**src/rtl/prog_loader_pkg.sv**
```systemverilog
// Shared types and default widths for the program loader.
//   ldr_state_t : loader sequencing states
//   ldr_err_t   : error codes reported on err_code
package prog_loader_pkg;

  localparam int unsigned DefD       = 12;    // instruction-memory address width
  localparam int unsigned DefW       = 9;     // machine-code word width
  localparam int unsigned DefTimeout = 4096;  // RUN-cycle budget
  localparam int unsigned DefCw      = 16;    // cycle-counter width

  typedef enum logic [2:0] {
    StIdle,
    StLoad,
    StLaunch,
    StRun,
    StFinish,
    StError
  } ldr_state_t;

  typedef enum logic [1:0] {
    ErrNone    = 2'd0,
    ErrOvf     = 2'd1,
    ErrTimeout = 2'd2,
    ErrChk     = 2'd3
  } ldr_err_t;

endpackage

```
**src/rtl/prog_loader_run_timer.sv**
```systemverilog
// run_timer: saturating cycle counter for the RUN phase.
// Ports:
//   clk, reset : clock, asynchronous active-high reset
//   clr        : synchronous clear (wins over en)
//   en         : count this cycle
//   count      : current count
//   limit_hit  : this enabled cycle brings the count to LIMIT
module run_timer
  import prog_loader_pkg::*;
#(
  parameter int unsigned CW    = DefCw,
  parameter int unsigned LIMIT = DefTimeout
) (
  input  logic          clk,
  input  logic          reset,
  input  logic          clr,
  input  logic          en,
  output logic [CW-1:0] count,
  output logic          limit_hit
);

  localparam logic [CW-1:0] Limit = CW'(LIMIT);

  logic [CW-1:0] count_q, count_d, count_inc;

  // Saturate at all-ones instead of wrapping.
  assign count_inc = (&count_q) ? count_q : count_q + 1'b1;

  always_comb begin
    count_d = count_q;
    if (clr) begin
      count_d = '0;
    end else if (en) begin
      count_d = count_inc;
    end
  end

  always_ff @(posedge clk or posedge reset) begin
    if (reset) begin
      count_q <= '0;
    end else begin
      count_q <= count_d;
    end
  end

  // Flags the cycle that completes the budget, so the count shows exactly LIMIT afterwards.
  assign limit_hit = en && (count_inc == Limit);
  assign count     = count_q;

endmodule

```
**src/rtl/prog_loader.sv**
```systemverilog
// prog_loader: streams a program into the core's instruction memory, launches the core
// and supervises its run.
// Optional feature: define PROG_LOADER_CHECKSUM_EN to add the ld_chk input and an XOR
// checksum check on the last word (error code 3 on mismatch).
// Ports:
//   clk, reset                      : clock, asynchronous active-high reset
//   start                           : begin a new load (honoured in IDLE/FINISH/ERROR)
//   ld_valid/ld_ready/ld_data/ld_last : program word stream
//   ld_chk                          : expected checksum (checksum build only)
//   im_wr_en/im_addr/im_wr_data     : instruction-memory write port, one cycle after accept
//   core_reset/core_req/core_done   : core control
//   busy/run_done/err/err_code      : status
//   prog_len/cycles                 : words loaded, RUN cycles
module prog_loader
  import prog_loader_pkg::*;
#(
  parameter int unsigned D       = DefD,
  parameter int unsigned W       = DefW,
  parameter int unsigned TIMEOUT = DefTimeout,
  parameter int unsigned CW      = DefCw
) (
  input  logic          clk,
  input  logic          reset,
  input  logic          start,
  input  logic          ld_valid,
  output logic          ld_ready,
  input  logic [W-1:0]  ld_data,
  input  logic          ld_last,
`ifdef PROG_LOADER_CHECKSUM_EN
  input  logic [W-1:0]  ld_chk,
`endif
  output logic          im_wr_en,
  output logic [D-1:0]  im_addr,
  output logic [W-1:0]  im_wr_data,
  output logic          core_reset,
  output logic          core_req,
  input  logic          core_done,
  output logic          busy,
  output logic          run_done,
  output logic          err,
  output logic [1:0]    err_code,
  output logic [D:0]    prog_len,
  output logic [CW-1:0] cycles
);

  localparam logic [D:0] LastAddr = {1'b0, {D{1'b1}}};

  ldr_state_t    state_q, state_d;
  ldr_err_t      err_code_q, err_code_d;
  logic [D:0]    len_q, len_d;
  logic          wr_en_q;
  logic [D-1:0]  addr_q;
  logic [W-1:0]  data_q;
  logic          accept;
  logic          start_load;
  logic          chk_fail;
  logic          run_en;
  logic          limit_hit;
  logic [CW-1:0] cycle_count;

  assign accept = (state_q == StLoad) && ld_valid;
  assign run_en = (state_q == StRun);

`ifdef PROG_LOADER_CHECKSUM_EN
  logic [W-1:0] chk_q, chk_d;

  always_comb begin
    chk_d = chk_q;
    if (start_load) begin
      chk_d = '0;
    end else if (accept) begin
      chk_d = chk_q ^ ld_data;
    end
  end

  always_ff @(posedge clk or posedge reset) begin
    if (reset) begin
      chk_q <= '0;
    end else begin
      chk_q <= chk_d;
    end
  end

  assign chk_fail = ((chk_q ^ ld_data) != ld_chk);
`else
  assign chk_fail = 1'b0;
`endif

  always_comb begin
    state_d    = state_q;
    len_d      = len_q;
    err_code_d = err_code_q;
    start_load = 1'b0;
    unique case (state_q)
      StIdle, StFinish, StError: begin
        if (start) begin
          state_d    = StLoad;
          len_d      = '0;
          err_code_d = ErrNone;
          start_load = 1'b1;
        end
      end
      StLoad: begin
        if (accept) begin
          len_d = len_q + 1'b1;
          // Overflow only when the top address is filled without last, so it cannot
          // coincide with a checksum failure; checked first regardless.
          if (!ld_last && (len_q == LastAddr)) begin
            state_d    = StError;
            err_code_d = ErrOvf;
          end else if (ld_last && chk_fail) begin
            state_d    = StError;
            err_code_d = ErrChk;
          end else if (ld_last) begin
            state_d = StLaunch;
          end
        end
      end
      StLaunch: state_d = StRun;
      StRun: begin
        if (core_done) begin
          state_d = StFinish;
        end else if (limit_hit) begin
          state_d    = StError;
          err_code_d = ErrTimeout;
        end
      end
      default: state_d = StIdle;
    endcase
  end

  always_ff @(posedge clk or posedge reset) begin
    if (reset) begin
      state_q    <= StIdle;
      err_code_q <= ErrNone;
      len_q      <= '0;
      wr_en_q    <= 1'b0;
      addr_q     <= '0;
      data_q     <= '0;
    end else begin
      state_q    <= state_d;
      err_code_q <= err_code_d;
      len_q      <= len_d;
      wr_en_q    <= accept;
      if (accept) begin
        addr_q <= len_q[D-1:0];
        data_q <= ld_data;
      end
    end
  end

  run_timer #(
    .CW   (CW),
    .LIMIT(TIMEOUT)
  ) u_run_timer (
    .clk      (clk),
    .reset    (reset),
    .clr      (start_load),
    .en       (run_en),
    .count    (cycle_count),
    .limit_hit(limit_hit)
  );

  // All outputs come from registers; core_reset is high in every state except RUN/FINISH,
  // so the reset state (IDLE) holds the core in reset immediately.
  assign ld_ready   = (state_q == StLoad);
  assign core_reset = !((state_q == StRun) || (state_q == StFinish));
  // The timer is cleared on start and only counts in RUN, so zero marks the first RUN cycle.
  assign core_req   = (state_q == StRun) && (cycle_count == '0);
  assign busy       = (state_q == StLoad) || (state_q == StLaunch) || (state_q == StRun);
  assign run_done   = (state_q == StFinish);
  assign err        = (state_q == StError);
  assign err_code   = err_code_q;
  assign im_wr_en   = wr_en_q;
  assign im_addr    = addr_q;
  assign im_wr_data = data_q;
  assign prog_len   = len_q;
  assign cycles     = cycle_count;

endmodule

```
**config.mk**
```make
export PLATFORM = sky130hd
export DESIGN_NAME = prog_loader
export DESIGN_NICKNAME = d
export VERILOG_FILES = /design/src/rtl/prog_loader_pkg.sv /design/src/rtl/prog_loader_run_timer.sv /design/src/rtl/prog_loader.sv
export SDC_FILE = /design/constraint.sdc
export NUM_CORES = 1
export LEC_CHECK = 0
export CAP_MARGIN = 20
export CORE_UTILIZATION = 38
export DETAILED_ROUTE_END_ITERATION = 16
export DONT_BUFFER_PORTS = 1
export PLACE_DENSITY_LB_ADDON = 0.05
export RECOVER_POWER = 50
export SLEW_MARGIN = 40
export SYNTH_ARGS = -nofsm -noshare
export SYNTH_HDL_FRONTEND = slang
export SYNTH_SLANG_ARGS = --single-unit
```
**constraint.sdc**
```tcl
create_clock -name clk -period 2.1 [get_ports clk]
set_input_delay 0.315 -clock clk [delete_from_list [all_inputs] [get_ports clk]]
set_output_delay 0.315 -clock clk [all_outputs]
set_load 0.05 [all_outputs]
```
# Yosys cells after proc, flatten, opt, wreduce, memory -nomap -nowiden
# Cells that the tools add are included.
# W data, S select, Z words.
# word_totals
ff_bits	56
input_bits	15
out_inout_bits	59
# op_classes
add_sub_neg	2
eq_ne	14
mux	21
n_reduce_logical	19
# op_table
operator	count
$mux W16	3
$mux W13	2
$pmux W13 S2	1
$mux W3	6
$add A16 B1 Y16 const B	1
$eq A16 B13 Y1 const B	1
$logic_not A16 Y1	1
$reduce_and A16 Y1	1
$add A13 B1 Y13 const B	1
$eq A13 B12 Y1 const B	1
$pmux W3 S4	1
$mux W2	5
$eq A3 B2 Y1 const B	2
$eq A3 B3 Y1 const B	2
$ne A2 B2 Y1 const B	3
$pmux W2 S3	1
$reduce_and A6 Y1	1
$logic_and A1 B1 Y1	4
$ne A2 B1 Y1 const B	2
$reduce_and A4 Y1	1
$reduce_bool A2 Y1	2
$eq A3 B1 Y1 const B	1
$logic_not A3 Y1	1
$logic_or A1 B1 Y1	3
other kinds (7)	9

# Logic depth before layout (Yosys ltp)
# logic_depth
depth_word	7
mapped_depth	8
depth_no_buf	8

# Cells and area by module
# A second synthesis with hierarchy kept.
# hier_totals
cells_unflattened	357
hier_area_um2	3163.0
# modules_own_cells
module	instances	cells_per_inst	area_per_inst_um2	seq_area_each_um2
prog_loader	1	218	1910.6	1001.0
run_timer	1	139	1252.5	400.4

# Worst setup path after synthesis
# No wires, ideal clock.
# synth_path
kind	register to register
startpoint	register state_q[2]
endpoint	register len_q[11] (netlist: prog_len[11])
t_arrival_ps	2799
required_ps	1968
path_slack_ps	-831
stages_incl_launch_ff	9
n_path_buf	1
period_less_slack_ps	2931
path_cell_list	dfrtp_1 clkbuf_1 nor3b_1 nand2_1 a21oi_1 and3_1 nand4_1 xor2_1 nor2_1
# synth_via
elab_chain_cells	4
elab_cells_between_ends	11
cone_classes	5 x eq/ne; 1 x mux; 5 x reduce/logical
# synth_lines
item	line	rtl
start: declaration	prog_loader.sv:48	ldr_state_t state_q, state_d;
start signal: assignment	prog_loader.sv:134	state_q <= StIdle;
start signal: assignment	prog_loader.sv:141	state_q <= state_d;
$eq A3 B1 Y1 (*)	--	
named net ld_ready	prog_loader.sv:26	output logic ld_ready,
$logic_and A1 B1 Y1	prog_loader.sv:61	assign accept = (state_q == StLoad) && ld_valid;
$ne A2 B1 Y1 (no source line)	--	
$reduce_and A3 Y1 (no source line)	--	
end signal: assignment	prog_loader.sv:143	len_q <= len_d;
end: declaration	prog_loader.sv:50	logic [D:0] len_q, len_d;
# The timed path passes the listed nets; every way through them passes the cells marked *.
# A chain may end at the register's enable or synchronous reset.

# Worst setup path after layout
# layout_path
startpoint	register u_run_timer.count_q[10] (netlist: u_run_timer.count[10])
endpoint	register state_q[0]
# layout_via
elab_chain_cells	6
elab_cells_between_ends	7
cone_classes	1 x add/sub; 2 x eq/ne; 1 x mux; 3 x reduce/logical
# layout_lines
item	line	rtl
start: declaration	prog_loader_run_timer.sv:24	logic [CW-1:0] count_q, count_d, count_inc;
start signal: assignment	prog_loader_run_timer.sv:42	count_q <= count_d;
$add A16 B1 Y16 or $reduce_and A16 Y1 (tied branches)	prog_loader_run_timer.sv:27	assign count_inc = (&count_q) ? count_q : count_q + 1'b1;
$mux W16 (*)	prog_loader_run_timer.sv:27	
$eq A16 B13 Y1 (*)	prog_loader_run_timer.sv:47	assign limit_hit = en && (count_inc == Limit);
$logic_and A1 B1 Y1 (*)	prog_loader_run_timer.sv:47	
$ne A3 B3 Y1 (no source line) (*)	--	
$reduce_and A4 Y1 (no source line) (*)	--	
# Every way passes the cells marked *; elsewhere a longest branch is shown, timed or not.

==> load_flow_metrics.sql <==
INSERT INTO impl_metrics (metric_group, metric, value, unit) VALUES
('finish', 'mostFrequentLayoutCell', 'sky130_fd_sc_hd__nand2_1', ''),
('pwr', 'internal_power', '2.25', 'mW'),
('cts', 'tritoncts.num_buffers', '5', ''),
('worst_setup_path', 'critical_path_peak_fanout', '6', ''),
('timing', 'setup-violations-final', '2', ''),
('global_route', 'groute.usage.overall', '22.6', '%'),
('finish', 'layout.cell_area.non_filler', '4240', 'um^2'),
('detailed_routing', 'avgRoutedWirePerCell', '16.4', 'um'),
('pwr', 'share_comb_of_total_power', '45.0', '%'),
('cts', 'worst_setup_hold_path_clk_slew', '0.11', 'ns'),
('yosys', 'async_reset_ff_share', '100', '%'),
('detailed_routing', 'detailedRoute.firstIterationViolations', '103', ''),
('job', 'cap_violations', '0', ''),
('pwr', 'power_frac_seq', '41.2', '%'),
('floorplanning', 'core', '7730', 'um^2'),
('finish', 'final_nets', '462', ''),
('yosys', 'yosysUniqueCellTypes', '53', ''),
('cts', 'tritoncts_num_sinks', '56', ''),
('yosys', 'mappedNetlistNets', '365', ''),
('finish', 'utilization', '54.8', '%'),
('timing', 'timing.clock.skew', '0.00550', 'ns'),
('timing', 'worst_slack', '-0.0606', 'ns'),
('cts', 'cts_root_buffer', 'sky130_fd_sc_hd__clkbuf_8', ''),
('worst_setup_path', 'cp_top_family', 'simple AND/OR/NAND/NOR gates', ''),
('finish', 'layout.cells.non_filler', '547', ''),
('detailed_routing', 'first_drt_pass_iteration_count', '4', ''),
('global_route', 'grt_pass1_vias', '2940', ''),
('worst_hold_path', 'holdCritPathClass', 'input pin to flop', ''),
('worst_setup_path', 'worst-endpoint-arrival', '2.37', 'ns'),
('timing', 'clock.fmax', '463', 'MHz'),
('worst_setup_path', 'critPathKind', 'flop to flop', ''),
('timing', 'slew-limit-headroom', '39.9', '%'),
('floorplanning', 'initial_core_util', '39.3', '%'),
('floorplanning', 'die_width', '91.4', 'um'),
('detailed_routing', 'ant_nets', '0', ''),
('cts', 'clock_insertion_delay_worst_skew', '0.31', 'ns'),
('outcome', 'status', 'finished, violations left', ''),
('floorplanning', 'fp.dieH', '91.4', 'um'),
('finish', 'num-fill-cells', '727', ''),
('worst_setup_path', 'worst_setup_path_end_kind', 'flop', ''),
('cts', 'cts_buffer_depth', '2', ''),
('worst_setup_path', 'critical_path.slowest_cell', 'sky130_fd_sc_hd__dfrtp_2', ''),
('timing', 'final_min_period_over_clock_period', '103', '%'),
('pwr', 'p_switching', '2.20', 'mW'),
('floorplanning', 'number_of_ports_placed_on_the_die_boundary', '74', ''),
('timing', 'final.setup.tns', '-0.112', 'ns'),
('timing', 'final_count_of_hold_timing_violations', '0', ''),
('detailed_routing', 'route.final.wire_length', '8.95', 'mm'),
('finish', 'area_delta_synth_final', '39.6', '%'),
('yosys', 'ys_seq_elements', '56', ''),
('global_route', 'grt_pass1_wl', '14.8', 'mm'),
('timing', 'worstMarginPinSlew', '0.901', 'ns'),
('finish', 'most-common-layout-cells', 'sky130_fd_sc_hd__nand2_1, sky130_fd_sc_hd__buf_4, sky130_fd_sc_hd__dfrtp_1', ''),
('yosys', 'synth_sequential_area_ratio', '46.2', '%'),
('detailed_routing', 'detail_route.vias_per_cell', '5.18', ''),
('placement', 'placement.io_buffers', '0', ''),
('yosys', 'ys_dominant_reg_cell', 'sky130_fd_sc_hd__dfrtp_1', ''),
('global_route', 'largest_net_degree_at_the_start_of_global_routing', '34', ''),
('pwr', 'switching_share', '49.4', '%'),
('yosys', 'yosys_warning_count', '0', ''),
('outcome', 'failing_checks', 'setup timing', ''),
('worst_setup_path', 'critical_path.max_stage_delay', '0.42', 'ns'),
('placement', 'gp_congestion', '0.902', ''),
('pwr', 'vdd_drop_max', '0.520', 'mV'),
('placement', 'dpl_cell_area', '3910', 'um^2'),
('cts', 'cts_tree', 'yes', ''),
('timing', 'grt_setup_unrepaired', 'yes', ''),
('yosys', 'synth_area_per_cell', '8.75', 'um^2'),
('worst_setup_path', 'startpoint_type', 'flop', ''),
('placement', 'dp_wirelength', '6.61', 'mm'),
('global_route', 'antenna_found_initial', '0', '');
[state kept, by name, summed over array words and instances, names as in the netlist]
name / flops
im_wr_data: 9
prog_len: 13
im_addr: 12
u_run_timer.count: 16
state_q: 3
im_wr_en: 1
err_code: 2
[stage by stage]
stage               worst slack (ns)  hold WS, ns  total power [mW]
floorplan                     -0.214        0.420              3.10
global placement              -0.139        0.265              3.73
detailed placement            -0.145        0.268              3.76
CTS                          -0.0642       0.0966              4.51
global route                  -0.127       0.0991              4.73
finish                       -0.0606        0.108              4.46
[cell usage after synthesis, types with 2 or more instances]
library cell	instances	share of area, %
sky130_fd_sc_hd__nor4_2	3	1.2
sky130_fd_sc_hd__nand2b_1	5	1.0
sky130_fd_sc_hd__o21ai_0	15	2.5
sky130_fd_sc_hd__nor3_1	8	1.3
sky130_fd_sc_hd__a21oi_1	13	2.1
sky130_fd_sc_hd__xor2_1	11	3.2
sky130_fd_sc_hd__xnor2_1	3	0.87
sky130_fd_sc_hd__nor2_1	35	4.3
sky130_fd_sc_hd__o31ai_1	4	0.99
sky130_fd_sc_hd__clkbuf_1	7	0.87
sky130_fd_sc_hd__a311oi_1	3	0.87
sky130_fd_sc_hd__dfrtp_1	56	46
sky130_fd_sc_hd__or2_2	2	0.41
sky130_fd_sc_hd__a211oi_1	3	0.74
sky130_fd_sc_hd__a31oi_1	4	0.82
sky130_fd_sc_hd__and3_1	5	1.0
sky130_fd_sc_hd__and4_1	4	1.2
sky130_fd_sc_hd__nor4_1	4	0.82
sky130_fd_sc_hd__nor2b_1	3	0.62
sky130_fd_sc_hd__and2_1	3	0.62
sky130_fd_sc_hd__buf_2	10	1.6
sky130_fd_sc_hd__nand4_1	10	2.1
sky130_fd_sc_hd__ha_1	3	1.2
sky130_fd_sc_hd__mux2i_1	2	0.66
sky130_fd_sc_hd__nand2_1	87	11
sky130_fd_sc_hd__nand3_1	10	1.6
sky130_fd_sc_hd__o41ai_1	3	0.87
sky130_fd_sc_hd__inv_1	6	0.74
[layout make-up]
class                   count  area, um^2  area share [%]
multi-input cells         266        1750            41.4
flip-flops and latches     56        1420            33.6
repair buffers            108         812            19.2
well taps                 102         128            3.01
clock buffers               5        68.8            1.62
inverters                   7        28.8           0.679
clock inverters             3        21.3           0.502
[cell families after synthesis]
| kind of cell | Yosys count | synth area share [%] |
|---|---|---|
| AO/OA/AOI/OAI | 56 | 13.0 |
| XOR/XNOR | 14 | 4.04 |
| adder cells (fa/ha/maj) | 3 | 1.24 |
| buffers and inverters | 25 | 3.50 |
| flip-flops | 56 | 46.2 |
| multiplexers | 4 | 1.52 |
| AND/OR/NAND/NOR | 189 | 30.5 |
[routing by layer]
layer | global-route usage [%] | share of wire [%] | vias up
met5 | 0 | 0 | -
met4 | 6.48 | 1.1 | 0
met3 | 4.69 | 4.0 | 8
met2 | 40.2 | 51 | 55
met1 | 27.6 | 44 | 1362
li1 | - | - | 1407
[power groups by stage]
stage / logic, mW / registers (mW) / clock network, mW
final: 2.01 / 1.84 / 0.613
after global routing: 2.18 / 1.86 / 0.684
after CTS: 2.02 / 1.84 / 0.646
after detailed placement: 1.89 / 1.86 / 0
after global placement: 1.88 / 1.85 / 0
after floorplan: 1.11 / 1.99 / 0
[worst paths after layout]
| path | startpoint | cells past startpoint | end |
|---|---|---|---|
| worst min-delay path | ld_data[6] | 2 | im_wr_data[6] |
| worst max-delay path | u_run_timer.count[10] | 9 | state_q[0] |
| min in group asynchronous | reset | 2 | im_wr_data[5] |
| max in group asynchronous | reset | 3 | u_run_timer.count[4] |
| worst min register to register | u_run_timer.count[6] | 2 | u_run_timer.count[6] |
| worst max register to register | u_run_timer.count[10] | 9 | state_q[0] |
[timing repair]
item / 4_1_cts / 5_1_grt
gates resized for setup: 31 / 11
pin swaps: 13 / 8
hold endpoints to repair: 23 / 0
setup buffers: 10 / 3
hold buffers: 1 / 0
endpoints found under the setup margin: 4 / 4
(Power assumes the default switching activity.)
